## config.mk

```make
export PLATFORM = sky130hd
export DESIGN_NAME = fwd_hazard_ctrl_flat
export DESIGN_NICKNAME = d
export VERILOG_FILES = /design/src/rtl/fwd_hazard_ctrl_if.sv /design/src/rtl/fwd_hazard_ctrl.sv /design/src/flat_wrapper.sv
export SDC_FILE = /design/constraint.sdc
export NUM_CORES = 1
export LEC_CHECK = 0
export ABC_CLOCK_PERIOD_IN_PS = 2930
export CORE_MARGIN = 2
export CORE_UTILIZATION = 34
export DETAILED_ROUTE_END_ITERATION = 10
export HOLD_SLACK_MARGIN = 0.02
export MAX_ROUTING_LAYER = met4
export PLACE_DENSITY = 0.83
export SYNTH_ARGS = -nofsm -noshare
export SYNTH_HDL_FRONTEND = slang
export SYNTH_SLANG_ARGS = --single-unit
```

## constraint.sdc

```tcl
create_clock -name clk -period 2.93 [get_ports clk]
set_clock_uncertainty 0.1 [all_clocks]
set_input_delay 0.4395 -clock clk [delete_from_list [all_inputs] [get_ports clk]]
set_output_delay 0.4395 -clock clk [all_outputs]
set_load 0.01 [all_outputs]
```

## src/rtl/fwd_hazard_ctrl_if.sv

```systemverilog
// Operand-select bus between the ID stage and the forwarding/hazard controller.
interface fwd_hazard_ctrl_if #(
    parameter int unsigned REG_W = 5,
    parameter int unsigned CNT_W = 16
);
    logic             id_valid;
    logic             id_ready;
    logic [REG_W-1:0] id_rs1;
    logic [REG_W-1:0] id_rs2;
    logic             id_rs2_used;
    logic [REG_W-1:0] id_rd;
    logic             id_reg_wen;
    logic             id_is_load;
    logic             id_use_pc;
    logic             id_use_imm;
    logic             id_br_unsigned;
    logic             flush;
    logic             ex_valid;
    logic             A1_sel;
    logic             B1_sel;
    logic             A2_sel;
    logic             B2_sel;
    logic             Brun;
    logic [CNT_W-1:0] stall_cnt;
    logic [CNT_W-1:0] fwd_cnt;

    // ID/decode side
    modport master (
        output id_valid, id_rs1, id_rs2, id_rs2_used, id_rd, id_reg_wen,
               id_is_load, id_use_pc, id_use_imm, id_br_unsigned, flush,
        input  id_ready, ex_valid, A1_sel, B1_sel, A2_sel, B2_sel, Brun,
               stall_cnt, fwd_cnt
    );

    // Controller side
    modport slave (
        input  id_valid, id_rs1, id_rs2, id_rs2_used, id_rd, id_reg_wen,
               id_is_load, id_use_pc, id_use_imm, id_br_unsigned, flush,
        output id_ready, ex_valid, A1_sel, B1_sel, A2_sel, B2_sel, Brun,
               stall_cnt, fwd_cnt
    );
endinterface

```

## src/rtl/fwd_hazard_ctrl.sv

```systemverilog
// Forwarding and load-use hazard controller for a 3-stage RV32I pipeline.
// Optional statistics counters are enabled by defining FWD_STATS_EN.
module fwd_hazard_ctrl #(
    parameter int unsigned REG_W = 5,
    parameter int unsigned CNT_W = 16
) (
    input  logic               clk,
    input  logic               rst,
    fwd_hazard_ctrl_if.slave   bus
);

    typedef struct packed {
        logic             valid;
        logic [REG_W-1:0] rd;
        logic             wen;
        logic             load;
        logic             a1_sel;
        logic             b1_sel;
        logic             a2_sel;
        logic             b2_sel;
        logic             brun;
    } slot_t;

    localparam slot_t SLOT_BUBBLE = '0;

    slot_t slot_q;
    slot_t slot_d;
    logic  ex_writer;
    logic  dep1;
    logic  dep2;
    logic  hazard;
    logic  accept;

    // Dependency against the instruction currently in EX; x0 never forwards
    always_comb begin
        ex_writer = slot_q.valid & slot_q.wen & (slot_q.rd != REG_W'(0));
        dep1      = ex_writer & (bus.id_rs1 == slot_q.rd) & ~bus.id_use_pc;
        dep2      = ex_writer & (bus.id_rs2 == slot_q.rd) & bus.id_rs2_used;
        hazard    = bus.id_valid & slot_q.load & (dep1 | dep2) & ~bus.flush;
        accept    = bus.id_valid & ~bus.flush & ~hazard;
    end

    assign bus.id_ready = ~rst & ~hazard;

    // Next EX slot: flush, hazard and idle all collapse to a bubble
    always_comb begin
        slot_d = SLOT_BUBBLE;
        if (accept) begin
            slot_d.valid  = 1'b1;
            slot_d.rd     = bus.id_rd;
            slot_d.wen    = bus.id_reg_wen;
            slot_d.load   = bus.id_is_load;
            slot_d.a1_sel = dep1;
            slot_d.b1_sel = dep2;
            slot_d.a2_sel = bus.id_use_pc;
            slot_d.b2_sel = bus.id_use_imm;
            slot_d.brun   = bus.id_br_unsigned;
        end
    end

    always_ff @(posedge clk) begin
        if (rst) begin
            slot_q <= SLOT_BUBBLE;
        end else begin
            slot_q <= slot_d;
        end
    end

    assign bus.ex_valid = slot_q.valid;
    assign bus.A1_sel   = slot_q.a1_sel;
    assign bus.B1_sel   = slot_q.b1_sel;
    assign bus.A2_sel   = slot_q.a2_sel;
    assign bus.B2_sel   = slot_q.b2_sel;
    assign bus.Brun     = slot_q.brun;

`ifdef FWD_STATS_EN
    logic [CNT_W-1:0] stall_q;
    logic [CNT_W-1:0] fwd_q;
    logic             fwd_hit;

    assign fwd_hit = accept & (dep1 | dep2) & ~slot_q.load;

    // Saturating event counters
    always_ff @(posedge clk) begin
        if (rst) begin
            stall_q <= CNT_W'(0);
            fwd_q   <= CNT_W'(0);
        end else begin
            if (hazard && (stall_q != {CNT_W{1'b1}})) begin
                stall_q <= stall_q + CNT_W'(1);
            end
            if (fwd_hit && (fwd_q != {CNT_W{1'b1}})) begin
                fwd_q <= fwd_q + CNT_W'(1);
            end
        end
    end

    assign bus.stall_cnt = stall_q;
    assign bus.fwd_cnt   = fwd_q;
`else
    assign bus.stall_cnt = CNT_W'(0);
    assign bus.fwd_cnt   = CNT_W'(0);
`endif

endmodule

```

## src/flat_wrapper.sv

```systemverilog
// flat-port wrapper written by rule: the top's interface ports become plain ports
module fwd_hazard_ctrl_flat 
#(
    parameter int unsigned REG_W = 5,
    parameter int unsigned CNT_W = 16
)
  (clk, rst, bus_id_valid, bus_id_rs1, bus_id_rs2, bus_id_rs2_used, bus_id_rd, bus_id_reg_wen, bus_id_is_load, bus_id_use_pc, bus_id_use_imm, bus_id_br_unsigned, bus_flush, bus_id_ready, bus_ex_valid, bus_A1_sel, bus_B1_sel, bus_A2_sel, bus_B2_sel, bus_Brun, bus_stall_cnt, bus_fwd_cnt);
  fwd_hazard_ctrl_if #(.REG_W(REG_W), .CNT_W(CNT_W)) bus_i ();
  input  logic clk;
  input  logic rst;
  input wire logic [$bits(bus_i.id_valid)-1:0] bus_id_valid;
  input wire logic [$bits(bus_i.id_rs1)-1:0] bus_id_rs1;
  input wire logic [$bits(bus_i.id_rs2)-1:0] bus_id_rs2;
  input wire logic [$bits(bus_i.id_rs2_used)-1:0] bus_id_rs2_used;
  input wire logic [$bits(bus_i.id_rd)-1:0] bus_id_rd;
  input wire logic [$bits(bus_i.id_reg_wen)-1:0] bus_id_reg_wen;
  input wire logic [$bits(bus_i.id_is_load)-1:0] bus_id_is_load;
  input wire logic [$bits(bus_i.id_use_pc)-1:0] bus_id_use_pc;
  input wire logic [$bits(bus_i.id_use_imm)-1:0] bus_id_use_imm;
  input wire logic [$bits(bus_i.id_br_unsigned)-1:0] bus_id_br_unsigned;
  input wire logic [$bits(bus_i.flush)-1:0] bus_flush;
  output wire logic [$bits(bus_i.id_ready)-1:0] bus_id_ready;
  output wire logic [$bits(bus_i.ex_valid)-1:0] bus_ex_valid;
  output wire logic [$bits(bus_i.A1_sel)-1:0] bus_A1_sel;
  output wire logic [$bits(bus_i.B1_sel)-1:0] bus_B1_sel;
  output wire logic [$bits(bus_i.A2_sel)-1:0] bus_A2_sel;
  output wire logic [$bits(bus_i.B2_sel)-1:0] bus_B2_sel;
  output wire logic [$bits(bus_i.Brun)-1:0] bus_Brun;
  output wire logic [$bits(bus_i.stall_cnt)-1:0] bus_stall_cnt;
  output wire logic [$bits(bus_i.fwd_cnt)-1:0] bus_fwd_cnt;
  assign bus_i.id_valid = bus_id_valid;
  assign bus_i.id_rs1 = bus_id_rs1;
  assign bus_i.id_rs2 = bus_id_rs2;
  assign bus_i.id_rs2_used = bus_id_rs2_used;
  assign bus_i.id_rd = bus_id_rd;
  assign bus_i.id_reg_wen = bus_id_reg_wen;
  assign bus_i.id_is_load = bus_id_is_load;
  assign bus_i.id_use_pc = bus_id_use_pc;
  assign bus_i.id_use_imm = bus_id_use_imm;
  assign bus_i.id_br_unsigned = bus_id_br_unsigned;
  assign bus_i.flush = bus_flush;
  assign bus_id_ready = bus_i.id_ready;
  assign bus_ex_valid = bus_i.ex_valid;
  assign bus_A1_sel = bus_i.A1_sel;
  assign bus_B1_sel = bus_i.B1_sel;
  assign bus_A2_sel = bus_i.A2_sel;
  assign bus_B2_sel = bus_i.B2_sel;
  assign bus_Brun = bus_i.Brun;
  assign bus_stall_cnt = bus_i.stall_cnt;
  assign bus_fwd_cnt = bus_i.fwd_cnt;
  fwd_hazard_ctrl #(.REG_W(REG_W), .CNT_W(CNT_W)) u_core (.clk(clk), .rst(rst), .bus(bus_i));
endmodule
```

==> reports/results.tsv <==
metric	value	unit
num_antenna_cells	0	
tns	0	ps
dpl.hpwl	1230	um
ioPinCount	64	
routed_wirelength	1480	um
die_x	52.2	um
power.density	354	mW/mm^2
hold_ws	404	ps
critPathMaxStageDelay	470	ps
yosysSeqAreaShare	33.0	%
layout.nets	153	
path_cells	clkdlybuf4s50_1 -> xor2_1 -> nor4_1 -> nand3_1 -> a21oi_2 -> a31oi_1 -> clkdlybuf4s50_1	
clock_path_buffers	2	
end_kind	output port	
rsz0062_at_grt	false	
slowest_stage	clkdlybuf4s50_1	
ir_drop	133	uV
netlist-cell-type-count	20	
hold_viol	0	
core.rowCount	17	
viasPerCell	3.79	
ys_warn_count	0	
postRouteAntennaNets	0	
ys_seq_elements	13	
maxCapViolCount	0	
numCtsBuffers	3	
fin_crit	2710	ps
p_leak	0.473	nW
grt_pass1_vias	540	
avgSynthCellArea	8.48	um^2
syn2layout_area_growth	31.4	%
crit_type	in2out	
grt_pass1_wl	2010	um
setup_viol	0	
timing.fmax	368	MHz
clockRootBuffer	clkbuf_4	
syn_inst	93	
worst-r2r-setup-slack	1180	ps
multi_input_area	385	um^2
cp-start-kind	input pin	
clock_latency	260	ps
cp_max_fo	2	
cts_tree	done	
cts_sinks	13	
period_share	92.7	%
critical_path_buf_inv_count	2	
dieArea	0.00272	mm^2
syn_area	788	um^2
crit_family	buffers and inverters	
clk_pin_slew_worst_paths	70	ps
core_area	0.00221	mm^2
cts_resized	0	
first_pass_iters	2	
critPathRequiredTime	2390	ps
port_buffers	31	
initial_core_util	35.6	%
status	completed	
htreeDepth	1	
nFillCells	192	
grt_max_degree	13	
post_drt_wl_per_cell	9.55	um
holdBufCountCts	0	
via_count	588	
arrival	2180	ps
layout-drive-gt1-share	7.09	%
gr-total-overflow	0	
crit_path_frequent_cell	clkdlybuf4s50_1	
drt_iter0_markers	3	
regArea	260	um^2
gr-usage-all-layers	10.2	%
hold_class	reg2reg	
slew_viol_final	0	
post_cts_buffers	0	
drcViolationCount	0	
die_h	52.2	um
power.total	0.000367	W
antenna_found_initial	0	
routabilityCongestion	0.678	
logic make-up after synthesis:
family,Yosys count,synth area share [%]
buf+inv,35,32.9
simple gates,30,17.6
flops,13,33.0
xor+xnor,10,11.1
compound gates,4,4.92
other cells,1,0.476
cell usage in the layout (no fill, tap or decap), drive strengths merged:
cell type,count
conb,32
clkdlybuf4s50,31
dfxtp,13
nor2,12
nand2,10
xor2,7
clkbuf,4
xnor2,3
nor4,2
nand3,2
buf,2
o2111ai,2
inv,1
or4,1
a21oi,1
a31oi,1
nor3b,1
and2b,1
nor2b,1
layout make-up:
class | count | share of cell area [%]
Inverter | 1 | 0.362
Clock buffer | 4 | 2.54
Multi-Input combinational cell | 76 | 37.2
Sequential cell | 13 | 25.1
Timing Repair Buffer | 33 | 31.4
Tap cell | 28 | 3.38
worst reg2reg max path, stage by stage (launching register included):
cell	delay (ps)
dfxtp_1	360
xor2_1	170
nor4_1	290
nand3_1	150
a21oi_2	170
buf_4	180
and2b_2	220
power breakdown:
part,total [W],switching (W),internal [W]
registers,0.000184,0.00000347,0.000181
clock network,0.000104,0.0000519,0.0000526
logic,0.0000778,0.0000359,0.0000419
total,0.000367,0.0000913,0.000275
cells in the mapped netlist:
master / count / area share, %
a21oi_2: 1 / 1.1
a31oi_1: 1 / 0.79
and2b_2: 1 / 1.1
buf_4: 32 / 30
buf_6: 1 / 1.4
clkbuf_1: 1 / 0.48
conb_1: 1 / 0.48
dfxtp_1: 13 / 33
inv_1: 1 / 0.48
nand2_1: 10 / 4.8
nand3_1: 2 / 1.3
nor2_1: 12 / 5.7
nor2b_1: 1 / 0.79
nor3b_1: 1 / 0.95
nor4_1: 2 / 1.6
o2111ai_1: 1 / 1.1
o2111ai_2: 1 / 1.9
or4_4: 1 / 1.4
xnor2_1: 3 / 3.3
xor2_1: 7 / 7.8
per-stage QoR:
| step | setup WS [ps] | std cells | utilization (%) | instance area [um^2] |
|---|---|---|---|---|
| final | 215 | 155 | 46.8 | 1040 |
| after global routing | 22.3 | 155 | 46.8 | 1040 |
| after CTS | 215 | 155 | 46.8 | 1040 |
| after detailed placement | 225 | 151 | 45.6 | 1010 |
| after global placement | 237 | 151 | 45.6 | 1010 |
| after floorplan | 1040 | 124 | - | 905 |
routing by layer:
metal,vias to the layer above,GRT usage (%),share of wire (%)
met5,-,-,0
met4,0,3.85,0.41
met2,35,20.0,50
li1,297,-,-
met1,254,9.52,39
met3,2,2.01,10
final timing paths:
| check | start | end | depth (start not counted) |
|---|---|---|---|
| setup reg to reg | u_core.slot_q[7] | u_core.bus.ex_valid | 6 |
| hold / removal | u_core.slot_q[6] | u_core.bus.B1_sel | 2 |
| hold reg to reg | u_core.slot_q[6] | u_core.bus.B1_sel | 2 |
| setup / recovery | bus_id_rs2[0] | bus_id_ready | 7 |
registers in the layout, summed over array words and instances, names as in the netlist:
register	cells
u_core.slot_q	7
u_core.bus.B1_sel	1
u_core.bus.Brun	1
u_core.bus.A2_sel	1
u_core.bus.B2_sel	1
u_core.bus.A1_sel	1
u_core.bus.ex_valid	1
No activity file was read; power rests on OpenSTA's default activity.
